### src/rtl/exc_sequencer_if.sv
`default_nettype none
// ============================================================================
// Module      : exc_sequencer_if
// Description : M-stage / CP0 side-band bundle for the exception sequencer.
// Revision    : 1.0 - initial release
// ============================================================================
interface exc_sequencer_if #(
    parameter int CNT_W = 16
);
    logic              m_valid;
    logic [31:0]       m_pc;
    logic              m_bd;
    logic [4:0]        m_exccode;
    logic              m_eret;
    logic [5:0]        hwint;
    logic [5:0]        sr_im;
    logic              sr_ie;
    logic              sr_exl;
    logic [31:0]       epc_in;

    logic              flush;
    logic              pc_sel;
    logic [31:0]       next_pc;
    logic              cp0_we_exc;
    logic [4:0]        cp0_code;
    logic [31:0]       cp0_epc;
    logic              cp0_bd;
    logic [5:0]        cp0_hwint;
    logic              exl_set;
    logic              exl_clr;
    logic              in_handler;
    logic [CNT_W-1:0]  exc_count;

    modport master (
        output m_valid, m_pc, m_bd, m_exccode, m_eret, hwint,
               sr_im, sr_ie, sr_exl, epc_in,
        input  flush, pc_sel, next_pc, cp0_we_exc, cp0_code, cp0_epc,
               cp0_bd, cp0_hwint, exl_set, exl_clr, in_handler, exc_count
    );

    modport slave (
        input  m_valid, m_pc, m_bd, m_exccode, m_eret, hwint,
               sr_im, sr_ie, sr_exl, epc_in,
        output flush, pc_sel, next_pc, cp0_we_exc, cp0_code, cp0_epc,
               cp0_bd, cp0_hwint, exl_set, exl_clr, in_handler, exc_count
    );
endinterface
`default_nettype wire

### src/rtl/exc_sequencer.sv
`default_nettype none
// ============================================================================
// Module      : exc_sequencer
// Description : M-stage exception/interrupt entry and eret return sequencer.
// Revision    : 1.0 - initial release
// ============================================================================
module exc_sequencer #(
    parameter logic [31:0] HANDLER_ADDR = 32'h0000_4180,
    parameter int          CNT_W        = 16
) (
    input  wire logic clk,
    input  wire logic reset,
    exc_sequencer_if.slave bus
);

    typedef enum logic [0:0] {
        ST_IDLE    = 1'b0,
        ST_HANDLER = 1'b1
    } state_t;

    state_t            state_q, state_d;
    logic [5:0]        hw_q;
    logic [CNT_W-1:0]  cnt_q, cnt_d;

    logic              w_irq;
    logic              w_act;
    logic              w_sync;
    logic              w_ret;
    logic              w_int;
    logic              w_entry;
    logic              w_rec;
    logic [31:0]       w_epc;

    // Decisions are suppressed during reset so no strobe leaks out of that cycle.
    always_comb begin
        w_irq   = (|(hw_q & bus.sr_im)) & bus.sr_ie & ~bus.sr_exl & (state_q == ST_IDLE);
        w_act   = bus.m_valid & ~reset;
        w_sync  = w_act & (bus.m_exccode != 5'd0);
        w_ret   = w_act & ~w_sync & bus.m_eret;
        w_int   = w_act & ~w_sync & ~bus.m_eret & w_irq;
        w_entry = w_sync | w_int;
        w_rec   = w_entry & (state_q == ST_IDLE);
        w_epc   = {bus.m_pc[31:2], 2'b00} - (bus.m_bd ? 32'd4 : 32'd0);
    end

    always_comb begin
        state_d = state_q;
        if (w_entry) begin
            state_d = ST_HANDLER;
        end else if (w_ret) begin
            state_d = ST_IDLE;
        end else if ((state_q == ST_HANDLER) && !bus.sr_exl) begin
            state_d = ST_IDLE;
        end
        cnt_d = cnt_q;
        if (w_entry && (cnt_q != '1)) begin
            cnt_d = cnt_q + CNT_W'(1);
        end
    end

    always_ff @(posedge clk) begin
        if (reset) begin
            state_q <= ST_IDLE;
            hw_q    <= 6'd0;
            cnt_q   <= '0;
        end else begin
            state_q <= state_d;
            hw_q    <= bus.hwint;
            cnt_q   <= cnt_d;
        end
    end

    assign bus.flush      = w_entry | w_ret;
    assign bus.pc_sel     = w_entry | w_ret;
    assign bus.exl_set    = w_entry;
    assign bus.exl_clr    = w_ret;
    assign bus.next_pc    = w_entry ? HANDLER_ADDR : (w_ret ? bus.epc_in : 32'd0);

    // Nested entries leave CP0 untouched so the original EPC/Cause survive.
    assign bus.cp0_we_exc = w_rec;
    assign bus.cp0_code   = w_rec ? bus.m_exccode : 5'd0;
    assign bus.cp0_epc    = w_rec ? w_epc : 32'd0;
    assign bus.cp0_bd     = w_rec & bus.m_bd;
    assign bus.cp0_hwint  = w_rec ? hw_q : 6'd0;

    assign bus.in_handler = (state_q == ST_HANDLER);
    assign bus.exc_count  = cnt_q;

endmodule
`default_nettype wire

### src/flat_wrapper.sv
// flat-port wrapper written by rule: the top's interface ports become plain ports
module exc_sequencer_flat 
#(
    parameter logic [31:0] HANDLER_ADDR = 32'h0000_4180,
    parameter int          CNT_W        = 16
)
  (clk, reset, bus_m_valid, bus_m_pc, bus_m_bd, bus_m_exccode, bus_m_eret, bus_hwint, bus_sr_im, bus_sr_ie, bus_sr_exl, bus_epc_in, bus_flush, bus_pc_sel, bus_next_pc, bus_cp0_we_exc, bus_cp0_code, bus_cp0_epc, bus_cp0_bd, bus_cp0_hwint, bus_exl_set, bus_exl_clr, bus_in_handler, bus_exc_count);
  exc_sequencer_if #(.CNT_W(CNT_W)) bus_i ();
  input  wire logic clk;
  input  wire logic reset;
  input wire logic [$bits(bus_i.m_valid)-1:0] bus_m_valid;
  input wire logic [$bits(bus_i.m_pc)-1:0] bus_m_pc;
  input wire logic [$bits(bus_i.m_bd)-1:0] bus_m_bd;
  input wire logic [$bits(bus_i.m_exccode)-1:0] bus_m_exccode;
  input wire logic [$bits(bus_i.m_eret)-1:0] bus_m_eret;
  input wire logic [$bits(bus_i.hwint)-1:0] bus_hwint;
  input wire logic [$bits(bus_i.sr_im)-1:0] bus_sr_im;
  input wire logic [$bits(bus_i.sr_ie)-1:0] bus_sr_ie;
  input wire logic [$bits(bus_i.sr_exl)-1:0] bus_sr_exl;
  input wire logic [$bits(bus_i.epc_in)-1:0] bus_epc_in;
  output wire logic [$bits(bus_i.flush)-1:0] bus_flush;
  output wire logic [$bits(bus_i.pc_sel)-1:0] bus_pc_sel;
  output wire logic [$bits(bus_i.next_pc)-1:0] bus_next_pc;
  output wire logic [$bits(bus_i.cp0_we_exc)-1:0] bus_cp0_we_exc;
  output wire logic [$bits(bus_i.cp0_code)-1:0] bus_cp0_code;
  output wire logic [$bits(bus_i.cp0_epc)-1:0] bus_cp0_epc;
  output wire logic [$bits(bus_i.cp0_bd)-1:0] bus_cp0_bd;
  output wire logic [$bits(bus_i.cp0_hwint)-1:0] bus_cp0_hwint;
  output wire logic [$bits(bus_i.exl_set)-1:0] bus_exl_set;
  output wire logic [$bits(bus_i.exl_clr)-1:0] bus_exl_clr;
  output wire logic [$bits(bus_i.in_handler)-1:0] bus_in_handler;
  output wire logic [$bits(bus_i.exc_count)-1:0] bus_exc_count;
  assign bus_i.m_valid = bus_m_valid;
  assign bus_i.m_pc = bus_m_pc;
  assign bus_i.m_bd = bus_m_bd;
  assign bus_i.m_exccode = bus_m_exccode;
  assign bus_i.m_eret = bus_m_eret;
  assign bus_i.hwint = bus_hwint;
  assign bus_i.sr_im = bus_sr_im;
  assign bus_i.sr_ie = bus_sr_ie;
  assign bus_i.sr_exl = bus_sr_exl;
  assign bus_i.epc_in = bus_epc_in;
  assign bus_flush = bus_i.flush;
  assign bus_pc_sel = bus_i.pc_sel;
  assign bus_next_pc = bus_i.next_pc;
  assign bus_cp0_we_exc = bus_i.cp0_we_exc;
  assign bus_cp0_code = bus_i.cp0_code;
  assign bus_cp0_epc = bus_i.cp0_epc;
  assign bus_cp0_bd = bus_i.cp0_bd;
  assign bus_cp0_hwint = bus_i.cp0_hwint;
  assign bus_exl_set = bus_i.exl_set;
  assign bus_exl_clr = bus_i.exl_clr;
  assign bus_in_handler = bus_i.in_handler;
  assign bus_exc_count = bus_i.exc_count;
  exc_sequencer #(.HANDLER_ADDR(HANDLER_ADDR), .CNT_W(CNT_W)) u_core (.clk(clk), .reset(reset), .bus(bus_i));
endmodule
### config.mk
export PLATFORM = sky130hd
export DESIGN_NAME = exc_sequencer_flat
export DESIGN_NICKNAME = d
export VERILOG_FILES = /design/src/rtl/exc_sequencer_if.sv /design/src/rtl/exc_sequencer.sv /design/src/flat_wrapper.sv
export SDC_FILE = /design/constraint.sdc
export NUM_CORES = 1
export LEC_CHECK = 0
export ABC_AREA = 1
export CORE_MARGIN = 1.5
export CORE_UTILIZATION = 32
export CTS_CLUSTER_DIAMETER = 40
export DETAILED_ROUTE_END_ITERATION = 10
export PLACE_DENSITY = 0.86
export RECOVER_POWER = 50
export SYNTH_ARGS = -nofsm -noshare
export SYNTH_HDL_FRONTEND = slang
export SYNTH_SLANG_ARGS = --single-unit
### constraint.sdc
create_clock -name clk -period 1.5 [get_ports clk]
set_input_delay 0.15 -clock clk [delete_from_list [all_inputs] [get_ports clk]]
set_output_delay 0.15 -clock clk [all_outputs]
set_load 0.1 [all_outputs]
==> impl_results.md, run 1 <==
* Post-synth ARST share at 0
* Main combinational cell family by area after synthesis: simple AND/OR/NAND/NOR gates
* Post-synthesis compound-gate area fraction at 0.0554
* Crit. endpoint post-GRT repair: bus_cp0_epc[4]
* H-tree levels at 1
* CTS Buf Count at 3
* Num ports at 186
* Root buf cell: clkbuf_8
* Adder-Cell Fraction of Synth Area at 0.0146
* Count of cell types in the netlist at 30
* WEP type: output port
* Pre-CTS WS at -0.724 ns
* Top_reg_cell synth: dfxtp_1
* # clock sinks at 23
* Port bufs at 181
* Initial core utilization at 0.331
* Die span in x at 92.7 µm
* Seq cells post-synth at 23
* Hpwl dp at 12.6 mm
* Row Count at 32
* Largest net degree at the start of global routing at 23
* Syn Area/Cell at 5.51 µm²
* Die Y-Extent at 92.7 µm
* Hold buffers post-CTS at 0
* Synth warnings at 0
* GP Congestion at 1.06
* Simple-Gate Fraction of Synth Area at 0.482
* XOR/XNOR share of the synthesized area at 0.116
* Deepest clock path buffer count at 2
* Number of synthesized flops with an enable pin at 0
* Status: stopped before the end
* Fail Step: 5_1_grt
* Post-synthesis mux area share at 0
* Sequential fraction of the synthesis area at 0.179
* Synthesized cell area at 2570 µm²
* Err: [ERROR DPL-0038] Utilization greater than 100%, impossible to legalize
* Cells after Synth at 467
==> kinds of logic after synthesis <==
kind of cell / after synthesis
AO/OA/AOI/OAI: 24
other: 1
buffers and inverters: 92
adder cells (fa/ha/maj): 3
XOR/XNOR: 34
AND/OR/NAND/NOR: 290
flip-flops: 23
==> metrics by stage <==
stage                util  std cells  area (µm²)  hold slack [ns]
CTS                 0.929        824        7220            0.383
detailed placement  0.848        798        6580            0.507
global placement    0.848        798        6580            0.498
floorplan               -        468        3360            0.244
==> repair_timing <==
item,in CTS
setup buffers,16
setup endpoints to repair,95
gates resized for setup,141
pin swaps,37
gates cloned,6
==> Yosys cell counts, types with 3 or more instances <==
library cell  number  area share
a21oi_1           17       0.033
buf_2              5      0.0097
buf_4              4       0.012
buf_6              3       0.013
clkbuf_1           3      0.0044
dfxtp_1           23        0.18
ha_1               3       0.015
inv_1             74        0.11
nand2_1           95        0.14
nand3_1           24       0.047
nand4_1           14       0.034
nor2_1           134        0.20
nor2_2            11       0.027
o21a_1             3      0.0088
xnor2_1           10       0.034
xor2_1            24       0.082
==> inputs of run 2 (changes only) <==
--- a/config.mk
+++ b/config.mk
@@ -7,10 +7,9 @@
 export LEC_CHECK = 0
 export ABC_AREA = 1
 export CORE_MARGIN = 1.5
-export CORE_UTILIZATION = 32
-export CTS_CLUSTER_DIAMETER = 40
+export CORE_UTILIZATION = 35
 export DETAILED_ROUTE_END_ITERATION = 10
-export PLACE_DENSITY = 0.86
+export PLACE_DENSITY_LB_ADDON = 0.15
 export RECOVER_POWER = 50
 export SYNTH_ARGS = -nofsm -noshare
 export SYNTH_HDL_FRONTEND = slang
==> constraint.sdc (replaced) <==
create_clock -name clk -period 2 [get_ports clk]
set_input_delay 0.2 -clock clk [delete_from_list [all_inputs] [get_ports clk]]
set_output_delay 0.2 -clock clk [all_outputs]
set_load 0.1 [all_outputs]
==> run 2 against run 1 <==
The flow now finishes, with violations (negative setup slack). Synthesized area did not move. Synthesized cell count did not move.
==> impl_results.md, run 2 <==
* Status: finished with violations (was stopped before the end)
* Failing checks: negative setup slack
* PD cells at 299 nW/µm²
* # nets final at 786
* Max-Cap Viols at 0
* Top_reg_cell synth: dfxtp_1 (unchanged)
* Vias in the first global route at 4102
* Slew @ Worst Pin at 1.10 ns
* Kind of start point of the critical path: flip-flop
* Final Worst Setup Slack at -0.406 ns
* Syn Area/Cell at 5.51 µm² (unchanged)
* Die span in x at 88.7 µm (was 92.7 µm)
* Most frequent cells in the layout: 84 x buf_12, 81 x nor2_4, 78 x nand2_1
* Commonest non-fill, non-tap cell in the layout: buf_12
* Critical Path Sink Type: output pin
* Yosys top cell area share at 0.196 (unchanged)
* R2R depth at 9
* 1st-iter DRT viols at 761
* Port bufs at 181 (unchanged)
* Pre-CTS WS at -0.361 ns (was -0.724 ns)
* Root buf cell: clkbuf_8 (unchanged)
* Pleak at 0.00297 µW
* Global route overflow at 0
* Vias at 4974
* Final WL at 22.3 mm
* Num ports at 186 (unchanged)
* Hpwl dp at 10.2 mm (was 12.6 mm)
* Largest net degree at the start of global routing at 23
* Critical path startpoint: u_core.hw_q[4]$_SDFF_PP0_
* Top cells by count, synth: 134 x nor2_1, 95 x nand2_1, 74 x inv_1 (unchanged)
* Max FFs per register at 16
* Synth warnings at 0 (unchanged)
* Final setup vio count at 94
* TritonCTS clock tree: yes
* Seq cells post-synth at 23 (unchanged)
* Number of synthesized flops with an enable pin at 0 (unchanged)
* Hold Crit Class: input pin to flip-flop
* Reg2reg setup slack at -0.28 ns
* TNS Setup at -18.44 ns
* Largest cells by area after synthesis: nor2_1 20%, dfxtp_1 18%, nand2_1 14% (unchanged)
* CTS Buf Count at 3 (unchanged)
* Filler instances at 193
* Ratio of cells with drive above 1 in the final layout at 0.507
* Critical Path Sink: bus_cp0_code[3]
* Clock insertion delay at the later pin of the skew report at 0.27 ns
* WL per Instance at 28.0 µm
* Hold buffers post-CTS at 0 (unchanged)
* GP Congestion at 0.930 (was 1.06)
* Initial core utilization at 0.359 (was 0.331)
* Tmin final at 2.41 ns
* Fin crit share at 1.20
* Initial antenna violation count at 3
* Critical R2R Capture: u_core.bus.exc_count[7]$_SDFFE_PP0P_
* CORE AREA at 7180 µm²
* CTS clock-pin slew for the worst setup and hold paths at 0.09 ns
* Hold Startpoint: bus_hwint[5]
* Final core utilization at 0.948
* Detailed-route DRC error count at 0
* Critical Path RT at 1.80 ns
* GRT Util Overall at 0.361
* VDD IR max at 0.652 mV
* Post-synth ARST share at 0 (unchanged)
* Highest clock rate at 416 MHz
* H-tree levels at 1 (unchanged)
* Critical R2R Launch: u_core.bus.exc_count[0]$_SDFFE_PP0P_
* Slew Limit Fails at 0
* Worst Skew at 0.00213 ns
* Worst EP arrival at 2.21 ns
* Vias per Instance at 6.24
* Cells after Synth at 467 (unchanged)
* Deepest clock path buffer count at 2 (unchanged)
* Register Area at 485 µm²
* Drt pass-1 iters at 9
* Area occupied by multi-input gates at 2630 µm²
* Sequential fraction of the synthesis area at 0.179 (unchanged)
* Normalized max-slew margin at 0.269
* Crit-path max FO at 6
* Final ANT Viol Nets at 0
* Endpoints failing hold at 0
* Critical path class: flip-flop to output pin
* Row Count at 31 (was 32)
* Die ar. at 7870 µm²
* Unrepaired setup endpoints after global routing: true
* First-pass GRT wire length at 21.5 mm
* Synthesized cell area at 2570 µm² (unchanged)
* Die Y-Extent at 88.7 µm (was 92.7 µm)
* # clock sinks at 23 (unchanged)
* Synth-to-Final Area Change at 164%
* Most common cell in the netlist: nor2_1 (unchanged)
* Count of cell types in the netlist at 30 (unchanged)
* Yosys top cell by area: nor2_1 (unchanged)
[run 2: cell counts after synthesis]
No cell type changed its count.
[run 2: cells by family (layout without fill, tap and decap cells)]
kind of cell	count (synthesis)	in the layout	share of synthesized area
AO/OA/AOI/OAI	24	24	0.0554
XOR/XNOR	34	34	0.116
adder cells (fa/ha/maj)	3	3	0.0146
buffers and inverters	92	318	0.152
flip-flops	23	23	0.179
other	1	6	0.00146
AND/OR/NAND/NOR	290	290	0.482
[run 2: worst min path at each step]
stage / endpoint / slack, ns / depth (start not counted)
after floorplan: u_core.bus.in_handler$_SDFFE_PP0P_ / 0.29 / 1
after global placement: u_core.bus.exc_count[1]$_SDFFE_PP0P_ / 0.48 / 2
after detailed placement: u_core.bus.exc_count[1]$_SDFFE_PP0P_ / 0.48 / 2
after CTS: u_core.bus.in_handler$_SDFFE_PP0P_ / 0.43 / 4
after global routing: u_core.hw_q[0]$_SDFF_PP0_ / 0.47 / 3
final: u_core.hw_q[5]$_SDFF_PP0_ / 0.47 / 3
[run 2: final cells by class]
| type | count | area share |
|---|---|---|
| tap | 99 | 0.0182 |
| multi-input combinational | 353 | 0.387 |
| timing repair buffer | 237 | 0.470 |
| clock inverter | 1 | 0.000736 |
| inverter | 77 | 0.0451 |
| clock buffer | 3 | 0.00607 |
| sequential | 23 | 0.0713 |
| antenna | 4 | 0.00147 |
[run 2: report_power, final]
part | leakage [µW] | switching (µW) | internal, µW
logic | 0.00275 | 777 | 472
registers | 0.000195 | 11.8 | 469
clock network | 0.0000255 | 168 | 139
total | 0.00297 | 956 | 1080
[run 2: metal layers]
layer	routed length [µm]	track usage
met1	6770	0.384
met2	9910	0.651
met3	3080	0.101
met4	2530	0.179
met5	0	0
[run 2: what timing repair did]
item,4_1_cts,5_1_grt
endpoints found under the setup margin,71,77
buffers inserted,5,8
cloned,4,2
pin swaps,24,36
gates resized for setup,61,99
[run 2: worst max-delay path, cell delays in order, from the launching register on]
cell	delay, ns
dfxtp_2	0.35
nand2_1	0.07
nand2_1	0.12
nor2_2	0.07
nand2_1	0.17
nand2_2	0.12
a21oi_4	0.19
nand2_4	0.15
buf_12	0.17
buf_16	0.15
nor2_4	0.16
buf_12	0.20
[run 2: through the flow]
| stage | power [µW] | hold WS, ns | instance area, µm² | std cells |
|---|---|---|---|---|
| finish | 2040 | 0.468 | 6800 | 797 |
| global route | 2070 | 0.471 | 6800 | 797 |
| CTS | 1900 | 0.428 | 6480 | 784 |
| detailed placement | 1540 | 0.485 | 6100 | 772 |
| global placement | 1510 | 0.479 | 6100 | 772 |
| floorplan | 1090 | 0.294 | 3250 | 468 |
No activity file was read; power rests on OpenSTA's default activity.
